[config.mk]
export PLATFORM = sky130hd
export DESIGN_NAME = i2c_reg_access
export DESIGN_NICKNAME = d
export VERILOG_FILES = /design/src/rtl/i2c_reg_access.sv
export SDC_FILE = /design/constraint.sdc
export NUM_CORES = 1
export LEC_CHECK = 0
export BUFFER_PORTS_ARGS = -buffer_cell sky130_fd_sc_hd__buf_4
export CAP_MARGIN = 20
export CORE_MARGIN = 3
export CORE_UTILIZATION = 48
export DETAILED_ROUTE_END_ITERATION = 8
export PLACE_DENSITY = 0.8
export SYNTH_ARGS = -nofsm -noshare
export SYNTH_HDL_FRONTEND = slang
export SYNTH_SLANG_ARGS = --single-unit
[constraint.sdc]
create_clock -name clk -period 1.9 [get_ports clk]
set_clock_uncertainty 0.15 [all_clocks]
set_input_delay 0.095 -clock clk [delete_from_list [all_inputs] [get_ports clk]]
set_output_delay 0.095 -clock clk [all_outputs]
set_load 0.05 [all_outputs]
[src/rtl/i2c_reg_access.sv]
// i2c_reg_access: register read/write transaction engine sitting between the
// ADV7513 configuration/monitor sequencers and the byte-level i2c_master.
// One request (chip, register, data, rw) becomes the ena/busy byte handshake:
// a write sends chip+W, reg, data; a read sends chip+W, reg, repeated start,
// chip+R and reads one byte.
//
// Handshake: a request is taken on the first clk where start=1 while done=1;
// done drops the next cycle and rises again when the transaction is complete.
// rd_data, ack_err and timeout are valid while done=1.
//
// Build option: define TIMEOUT_EN to enable the TIMEOUT_CYCLES watchdog that
// aborts a stuck transaction and reports timeout=1 / ack_err=1.
module i2c_reg_access #(
    parameter logic [23:0] TIMEOUT_CYCLES = 24'd2_520_000
) (
    input  logic       clk,
    input  logic       reset,
    input  logic [6:0] chip_addr,
    input  logic [7:0] reg_addr,
    input  logic [7:0] wr_data,
    input  logic       rw_req,
    input  logic       start,
    output logic       done,
    output logic [7:0] rd_data,
    output logic       ack_err,
    output logic       timeout,
    input  logic       i2c_busy,
    input  logic       i2c_ack_error,
    input  logic [7:0] i2c_data_rd,
    output logic       i2c_ena,
    output logic [6:0] i2c_addr,
    output logic       i2c_rw,
    output logic [7:0] i2c_data_wr,
    output logic [2:0] dbg_state
);

    typedef enum logic [2:0] {
        S_DRAIN = 3'd0,
        S_IDLE  = 3'd1,
        S_B1    = 3'd2,
        S_B2    = 3'd3,
        S_END   = 3'd4,
        S_DONE  = 3'd5
    } state_t;

    state_t     state_q, state_d;
    logic       busy_q;
    logic       done_q, done_d;
    logic       ena_q, ena_d;
    logic [6:0] addr_q, addr_d;
    logic       rw_q, rw_d;
    logic [7:0] data_wr_q, data_wr_d;
    logic [7:0] rd_data_q, rd_data_d;
    logic       ack_err_q, ack_err_d;
    logic       req_rw_q, req_rw_d;
    logic [7:0] req_wr_q, req_wr_d;
    logic       rise, fall;
    logic       in_xfer;

    // The master toggles busy once per latched byte; edges are taken against
    // the registered copy so each edge advances the FSM exactly once.
    assign rise    = i2c_busy & ~busy_q;
    assign fall    = ~i2c_busy & busy_q;
    assign in_xfer = (state_q == S_B1) || (state_q == S_B2) || (state_q == S_END);

`ifdef TIMEOUT_EN
    logic [23:0] cnt_q, cnt_d;
    logic        timeout_q, timeout_d;
    logic        expired;

    assign expired = (cnt_q == (TIMEOUT_CYCLES - 24'd1));

    // Watchdog counter and sticky timeout flag.
    always_ff @(posedge clk) begin
        if (!reset) begin
            cnt_q     <= 24'd0;
            timeout_q <= 1'b0;
        end else begin
            cnt_q     <= cnt_d;
            timeout_q <= timeout_d;
        end
    end
`else
    logic timeout_unused;
    assign timeout_unused = ^TIMEOUT_CYCLES;
`endif

    // State and output registers; reset returns everything to idle-draining.
    always_ff @(posedge clk) begin
        if (!reset) begin
            state_q   <= S_DRAIN;
            busy_q    <= 1'b0;
            done_q    <= 1'b0;
            ena_q     <= 1'b0;
            addr_q    <= 7'd0;
            rw_q      <= 1'b0;
            data_wr_q <= 8'd0;
            rd_data_q <= 8'd0;
            ack_err_q <= 1'b0;
            req_rw_q  <= 1'b0;
            req_wr_q  <= 8'd0;
        end else begin
            state_q   <= state_d;
            busy_q    <= i2c_busy;
            done_q    <= done_d;
            ena_q     <= ena_d;
            addr_q    <= addr_d;
            rw_q      <= rw_d;
            data_wr_q <= data_wr_d;
            rd_data_q <= rd_data_d;
            ack_err_q <= ack_err_d;
            req_rw_q  <= req_rw_d;
            req_wr_q  <= req_wr_d;
        end
    end

    // Next-state and next-output logic for the transaction sequencer.
    always_comb begin
        state_d   = state_q;
        done_d    = done_q;
        ena_d     = ena_q;
        addr_d    = addr_q;
        rw_d      = rw_q;
        data_wr_d = data_wr_q;
        rd_data_d = rd_data_q;
        ack_err_d = ack_err_q;
        req_rw_d  = req_rw_q;
        req_wr_d  = req_wr_q;
`ifdef TIMEOUT_EN
        cnt_d     = cnt_q;
        timeout_d = timeout_q;
`endif

        case (state_q)
            // The master is not reset with us; let any in-flight byte finish.
            S_DRAIN: begin
                ena_d = 1'b0;
                if (!i2c_busy) begin
                    done_d  = 1'b1;
                    state_d = S_IDLE;
                end
            end
            S_IDLE: begin
                if (start) begin
                    req_rw_d  = rw_req;
                    req_wr_d  = wr_data;
                    addr_d    = chip_addr;
                    rw_d      = 1'b0;
                    data_wr_d = reg_addr;
                    ena_d     = 1'b1;
                    ack_err_d = 1'b0;
                    done_d    = 1'b0;
                    state_d   = S_B1;
`ifdef TIMEOUT_EN
                    cnt_d     = 24'd0;
                    timeout_d = 1'b0;
`endif
                end
            end
            // Register address latched: queue the data byte or the read turn.
            S_B1: begin
                if (rise) begin
                    if (req_rw_q) begin
                        rw_d = 1'b1;
                    end else begin
                        data_wr_d = req_wr_q;
                    end
                    state_d = S_B2;
                end
            end
            // Second byte latched: dropping ena makes the master stop after it.
            S_B2: begin
                if (rise) begin
                    ena_d   = 1'b0;
                    state_d = S_END;
                end
            end
            S_END: begin
                if (fall) begin
                    if (req_rw_q) begin
                        rd_data_d = i2c_data_rd;
                    end
                    state_d = S_DONE;
                end
            end
            S_DONE: begin
                done_d  = 1'b1;
                state_d = S_IDLE;
            end
            default: begin
                ena_d   = 1'b0;
                state_d = S_DRAIN;
            end
        endcase

        // A NACK is sticky for the whole transaction but never cuts it short.
        if (in_xfer && fall && i2c_ack_error) begin
            ack_err_d = 1'b1;
        end

`ifdef TIMEOUT_EN
        if (in_xfer) begin
            cnt_d = cnt_q + 24'd1;
            if (expired) begin
                ena_d     = 1'b0;
                timeout_d = 1'b1;
                ack_err_d = 1'b1;
                done_d    = 1'b0;
                rd_data_d = rd_data_q;
                state_d   = S_DRAIN;
            end
        end
`endif
    end

    assign done        = done_q;
    assign rd_data     = rd_data_q;
    assign ack_err     = ack_err_q;
    assign i2c_ena     = ena_q;
    assign i2c_addr    = addr_q;
    assign i2c_rw      = rw_q;
    assign i2c_data_wr = data_wr_q;
    assign dbg_state   = state_q;
`ifdef TIMEOUT_EN
    assign timeout     = timeout_q;
`else
    assign timeout     = 1'b0;
`endif

endmodule

==> metrics.txt, run 1 <==
status complete, no violations; DRT iter0 DRCs approximately 110; DP Cell Count 307; capturing point of the worst reg2reg path rd_data[1]; cell leakage power about 1.1 nW; Synth area leader dfxtp_1; GRT Max-Usage Layer met2; crit path buf inv count 2; Routed Antenna Nets 0; CTS H-tree depth 2; initial core utilization between 50% and 60%; Synth Warn # 0; met3 GRT Util under 10%; Nets roughly 330; final hold slack 44.7 ps; Via Count between 1500 and 2000; Hold Path Class input pin to flop; first-pass GRT wire length around 7.9 mm; fillers about 240; Slowest cell on crit path or3b_1; Non-Filler Instances 342; TritonCTS buffer count 5; critical path's top delay family simple AND/OR/NAND/NOR gates; hold path depth 3; most frequent cell after synthesis dfxtp_1; Clock Tree Buf Depth 2; Seq cells post-synth 40; Clock Sink Count 40; worst r2r src dbg_state[0]; post-synthesis sequential area ratio between 40% and 50%; die span in y 67.8 µm; CTS root buffer clkbuf_8; 1st-pass router iterations 4; initial antenna violation count 0; Achievable Freq around 570 MHz; share of the synthesized area in the top cell type between 40 and 50%; Area Overhead vs Synth 50.3%; Final TNS setup 0 ps; largest net degree at the start of global routing 23; Syn Inst Count between 200 and 250; CP required 1910 ps; Total GRT Usage 22.5%; PwrDens ~870 nW/µm²; Max Slew Vio Count 0; kind of critical path flop to flop; Setup crit end rd_data[1]; most used cell, CP buf_4; main flop type after synthesis dfxtp_1; crit-path max cell delay approximately 510 ps; die width between 60 and 70 µm; clk_lat worst skew 280 ps; clock slew at reported path FFs around 80 ps; final setup vio count 0; Post-Synthesis Cell Area 1840 µm²; RSZ-0062 raised after global routing no; Crit Path Max Fanout 11; final hold viol count 0; Distinct cells, synth 40; min Tclk post-route about 1800 ps; PortBufs 66; DRC Markers 0; Via density between 5 and 6; CP startpoint dbg_state[0]; CTS tree built; Worst setup SP type flop; Die Area 4600 µm²; Max VDD drop between 600 and 700 µV; Area contributors post-synth dfxtp_1 (44%), a21oi_1 (7.4%), nand2_1 (7.4%), a221oi_2 (6.5%), mux2i_1 (4.4%); Crit. End Element flop; IO Pins between 60 and 70; R2R Setup Slk 140 ps; routing usage on met1 25.0%; final period utilization roughly 93%; top cells by count, synth dfxtp_1 (40), nand2_1 (36), a21oi_1 (27); crit path cell chain buf_4, buf_4, or3b_1, o21ai_1, a21oi_1; Syn Area/Cell 9.00 µm²; EDFF count, synth 0; gr ovfl total 0; Max-slew headroom between 50 and 60%; max_cap viols 0; FF-to-FF path depth 5; vias in the first global route 1787; routing usage on met2 40.7%; num rows 21; Slew @ Worst Pin 614 ps; hpwl dp 3.23 mm; per-cell routed wire length 14.7 µm; Routability Congestion 0.803; Mapped Nets roughly 240; layout cells sized above 1 between 30 and 40%; Crit path depth 5; Core ar. about 3500 µm²; Worst Path Arrival between 1500 and 2000 ps; # diodes 0; WL final about 5 mm; ys async rst share 0%
[worst min-delay path: stages]
cell and delay [ps]:
buf_4 110, mux2i_1 150, a221oi_2 80
[layer usage]
metal | routed length [µm] | vias up
met5 | 0 | -
met3 | 293 | 10
li1 | - | 895
met4 | 82 | 0
met1 | 2070 | 870
met2 | 2590 | 64
[cell usage in the layout (no fill, tap or decap), drive strengths merged]
cell type and n:
a211oi 1, a21o 1, a21oi 27, a221oi 8, a22oi 1, a311oi 1, a31oi 1, and3b 2
and4bb 1, buf 75, bufinv 1, clkbuf 7, clkinv 1, conb 1, dfxtp 40, dlygate4sd3 27
inv 1, mux2i 8, nand2 37, nand2b 2, nand3 8, nand3b 3, nand4bb 1, nor2 13
nor2b 3, nor3 3, nor3b 4, nor4bb 2, o2111ai 1, o21ai 10, o21ba 2, o221a 1
or3 1, or3b 1
[how the worst min path moves through the flow]
stage,from,to,slack (ps)
floorplan,wr_data[0],req_wr_q[0],80
global placement,wr_data[0],req_wr_q[0],190
detailed placement,wr_data[4],req_wr_q[4],200
CTS,reg_addr[6],i2c_data_wr[6],30
global route,reg_addr[4],i2c_data_wr[4],60
finish,reg_addr[6],i2c_data_wr[6],40
[logic make-up after synthesis]
group / synth area share (%)
compound gates: 21.3
buf+inv: 6.54
flops: 43.6
mux: 4.36
other cells: 0.204
simple gates: 24.0
[what timing repair did]
| item | in CTS | in global routing |
|---|---|---|
| endpoints found under the hold margin | 28 | 0 |
| endpoints found under the setup margin | 0 | 1 |
| resized for setup | 0 | 1 |
| hold buffers | 27 | 0 |
| setup buffers | 0 | 0 |
[flip-flops by register name, summed over array words and instances, names as in the netlist, 3 cells and up]
name / count
rd_data: 8
i2c_data_wr: 8
req_wr_q: 8
i2c_addr: 7
dbg_state: 3
[report_power, final]
part / internal, mW / total, mW / switching (mW) / leakage (nW)
sequential: 0.898 / 0.938 / 0.0403 / 0.325
combinational: 0.290 / 0.700 / 0.410 / 0.718
clock: 0.463 / 0.750 / 0.287 / 0.0645
total: 1.65 / 2.39 / 0.737 / 1.11
[stage by stage]
stage               utilization, %  total power [mW]  area (µm²)  setup WS [ps]
global route                  78.9              2.49        2760           78.6
finish                        78.9              2.39        2760            140
detailed placement            67.4              1.60        2360           89.4
global placement              67.4              1.59        2360            165
floorplan                        -              1.41        1840           71.5
CTS                           78.8              2.40        2750           67.4
[final cells by class]
| cell class | instances | area, µm² | share of cell area (%) |
|---|---|---|---|
| flip-flops and latches | 40 | 801 | 29.0 |
| clock buffers | 7 | 96.3 | 3.49 |
| multi-input cells | 144 | 921 | 33.4 |
| repair buffers | 102 | 846 | 30.7 |
| well taps | 46 | 57.6 | 2.09 |
| inverters | 2 | 7.51 | 0.272 |
| clock inverters | 1 | 30.0 | 1.09 |
Power figures use the tool's default switching activity.
==> run 2, diff against run 1 <==
- CAP_MARGIN: 20 -> unset
- SETUP_SLACK_MARGIN: unset -> 0.15
==> metrics.txt, run 2 (synthesis gave the netlist of run 1 again) <==
Clock Tree Buf Depth 2; CP startpoint dbg_state[0]; Non-Filler Instances about 340; # diodes 0; Final TNS setup 0 ps; Via Count between 1500 and 2000; CTS root buffer clkbuf_8; largest net degree at the start of global routing 26; gr ovfl total 0; Worst Path Arrival between 1500 and 2000 ps; num rows 21; Setup WS pre-CTS 287 ps; Hold Path Class input pin to flop; max_cap viols 0; met1 WL between 2 and 2.5 mm; Total GRT Usage 22.2%; DRC Markers 0; clock slew at reported path FFs 70 ps; most used cells in the layout excluding fill and tap cells buf_4 (70), dfxtp_1 (37), nand2_1 (36); final setup vio count 0; Hold Startpoint reg_addr[6]; Routed Antenna Nets 0; kind of critical path flop to flop; capturing point of the worst reg2reg path i2c_data_wr[4]; PwrDens about 800 nW/µm²; Routability Congestion between 0.7 and 0.8; clk_lat worst skew between 200 and 300 ps; vias in the first global route between 1500 and 2000; Achievable Freq between 600 and 700 MHz; WL final around 4.8 mm; per-cell routed wire length around 14 µm; die span in y 67.8 µm; final period utilization roughly 85%; initial antenna violation count 0; hpwl dp about 3 mm; Max Slew Vio Count 0; status complete, no violations; FF-to-FF path depth 4; die width around 68 µm; CTS H-tree depth 2; DRT iter0 DRCs about 160; final instance area around 2700 µm²; IO Pins between 60 and 70; initial core utilization between 50 and 60%; hold worst-path end i2c_data_wr[6]; hold path depth 3; post-CTS sizing 0; TritonCTS buffer count 5; final setup margin approximately 280 ps; CTS tree built; Via density 5.27; R2R Setup Slk 280 ps; met2 routed WL 2.41 mm; commonest non-fill, non-tap cell in the layout buf_4; Die Area roughly 4600 µm²; first-pass GRT wire length between 7 and 8 mm; min Tclk post-route around 1600 ps; # Post-CTS Setup Buffers 0; Area Overhead vs Synth 46.1%; met3 wire length about 330 µm; final hold slack 38.9 ps; RSZ-0062 raised after global routing no; 1st-pass router iterations 4; PortBufs 66; Worst setup SP type flop; Clock Sink Count 40; Core ar. 3490 µm²; worst r2r src dbg_state[0]; DP Cell Count between 300 and 400; cell leakage power roughly 1.1 nW; DR top layer met4; CTS Hold Bufs 27; final hold viol count 0; Max VDD drop between 500 and 600 µV; Cell Area, Placed around 2300 µm²; CP required 1920 ps; Crit Path Max Fanout 25; Crit. End Element flop; Nets 328; layout cells sized above 1 between 30% and 40%
run 2: cell type report:
cell class	instances	area, µm²
repair buffers	98	816
clock inverters	2	12.5
well taps	46	57.6
inverters	2	7.51
flip-flops and latches	40	805
multi-input cells	144	915
clock buffers	5	68.8
fillers	246	813
run 2: how the worst max path moves through the flow:
stage                     endpoint  slack (ps)
finish              i2c_data_wr[4]         280
CTS                 i2c_data_wr[4]         280
floorplan           i2c_data_wr[6]         250
detailed placement  i2c_data_wr[2]         290
global route        i2c_data_wr[7]         190
global placement    i2c_data_wr[4]         330
run 2: report_power, final:
group	switching (mW)	leakage, nW	internal [mW]
clock	0.292	0.0400	0.248
sequential	0.0780	0.326	0.900
combinational	0.361	0.696	0.274
total	0.731	1.06	1.42
run 2: worst max-delay path: stages (launching register included):
cell and delay (ps):
dfxtp_2 560, nor4bb_4 320, buf_12 210, a21o_4 180
a221oi_2 80
run 2: through the flow:
stage	power (mW)	utilization, %
floorplan	1.41	-
global placement	1.57	66.7
detailed placement	1.58	66.7
CTS	2.16	76.7
global route	2.24	76.7
finish	2.15	76.7
run 2: layer usage:
| layer | vias to the layer above | global-route usage, % |
|---|---|---|
| li1 | 887 | - |
| met1 | 828 | 26.2 |
| met2 | 55 | 37.9 |
| met3 | 5 | 6.90 |
| met4 | 0 | 8.19 |
| met5 | - | 0 |
==> run 3, diff against run 2 <==
--- a/constraint.sdc
+++ b/constraint.sdc
@@ -4,2 +4,2 @@
 set_output_delay 0.095 -clock clk [all_outputs]
-set_load 0.05 [all_outputs]
+set_load 0.1 [all_outputs]
==> metrics.txt, run 3 (synthesis gave the netlist of run 1 again) <==
R2R Setup Slk between 200 and 300 ps; Via density 5.35; clock slew at reported path FFs 70 ps; IO Pins 68; Max VDD drop roughly 650 µV; met3 wire length between 200 and 300 µm; hpwl dp ~3 mm; DR top layer met4; final setup vio count 0; clk_lat worst skew ~290 ps; critical path's top delay family flip-flops; Area Overhead vs Synth 46.8%; Total GRT Usage about a fifth; first-pass GRT wire length 7.39 mm; gr ovfl total 0; crit-path max cell delay about 520 ps; Crit. End Element flop; Crit Path Max Fanout 18; status complete, no violations; # Post-CTS Setup Buffers 0; Clock Sink Count 40; Core ar. about 3500 µm²; most used cells in the layout excluding fill and tap cells buf_4 (69), dfxtp_1 (37), nand2_1 (36); initial antenna violation count 0; Worst setup SP type flop; final hold viol count 0; Achievable Freq between 600 and 700 MHz; max_cap viols 0; Slowest cell on crit path dfxtp_2; cell leakage power 1.07 nW; CTS root buffer clkbuf_8; layout cells sized above 1 between 30% and 40%; CTS H-tree depth 2; Routed Antenna Nets 0; Nets 328; Worst Path Arrival 1630 ps; Hold Path Class input pin to flop; Die Area roughly 4600 µm²; Non-Filler Instances approximately 340; CTS Hold Bufs 27; largest net degree at the start of global routing 26; DRT iter0 DRCs 117; die width ~68 µm; initial core utilization 52.5%; Final TNS setup 0 ps; kind of critical path flop to flop; WL final between 4 and 5 mm; crit path cell chain or3b_1, o21ai_1, a21oi_1; # diodes 0; PortBufs between 60 and 70; RSZ-0062 raised after global routing no; DRC Markers 0; 1st-pass router iterations 4; die span in y 67.8 µm; CP required around 1900 ps; Max Slew Vio Count 0; Cell Area, Placed roughly 2300 µm²; met2 routed WL ~2.4 mm; CTS tree built; DP Cell Count approximately 300; vias in the first global route 1690; Routability Congestion approximately 0.76; num rows 21; TritonCTS buffer count 5; commonest non-fill, non-tap cell in the layout buf_4; crit path buf inv count 0; fillers 252; post-CTS sizing 0; min Tclk post-route between 1500 and 2000 ps; final period utilization between 80% and 90%; Clock Tree Buf Depth 2; met1 WL approximately 2.0 mm; PwrDens about 860 nW/µm²; final instance area between 2000 and 3000 µm²; per-cell routed wire length between 10 and 15 µm; Via Count approximately 1800
==> run 3: path summary, 6_finish.rpt <==
path | startpoint | to | cells after the start
setup reg to reg | dbg_state[2] | rd_data[7] | 3
hold / removal | reg_addr[6] | i2c_data_wr[6] | 3
setup / recovery | dbg_state[2] | rd_data[7] | 3
hold reg to reg | req_wr_q[6] | req_wr_q[6] | 2
==> run 3: metrics by stage <==
stage          hold slack (ps)  util, %  worst slack [ps]  power [mW]
6_report                  46.6     77.1               286        2.32
5_1_grt                   37.3     77.1               203        2.42
4_1_cts                   40.3     77.1               309        2.33
3_5_place_dp               200     67.2               318        1.76
3_3_place_gp               194     67.2               366        1.76
2_1_floorplan             81.0        -               161        1.59
==> run 3: worst register-to-register path, stage by stage (launching register included) <==
cell	delay, ps
dfxtp_2	520
or3b_1	520
o21ai_1	220
a21oi_1	90
==> run 3: area by class of cell <==
type                    instances  area, µm²  share of cell area [%]
clock buffers                   6       72.6                    2.69
clock inverters                 1       5.00                   0.186
inverters                       2       7.51                   0.279
multi-input cells             144        915                    33.9
flip-flops and latches         40        810                    30.0
well taps                      46       57.6                    2.14
repair buffers                 98        828                    30.7
==> run 3: per-layer routing <==
metal  GRT usage [%]  up-vias
li1                -      890
met1            25.1      842
met2            36.8       63
met3            4.93        9
met4            7.69        0
met5               0        -
==> run 3: where the power goes <==
| group | total [mW] | internal, mW | switching (mW) |
|---|---|---|---|
| sequential | 0.977 | 0.901 | 0.0760 |
| clock | 0.532 | 0.250 | 0.282 |
| combinational | 0.814 | 0.278 | 0.537 |
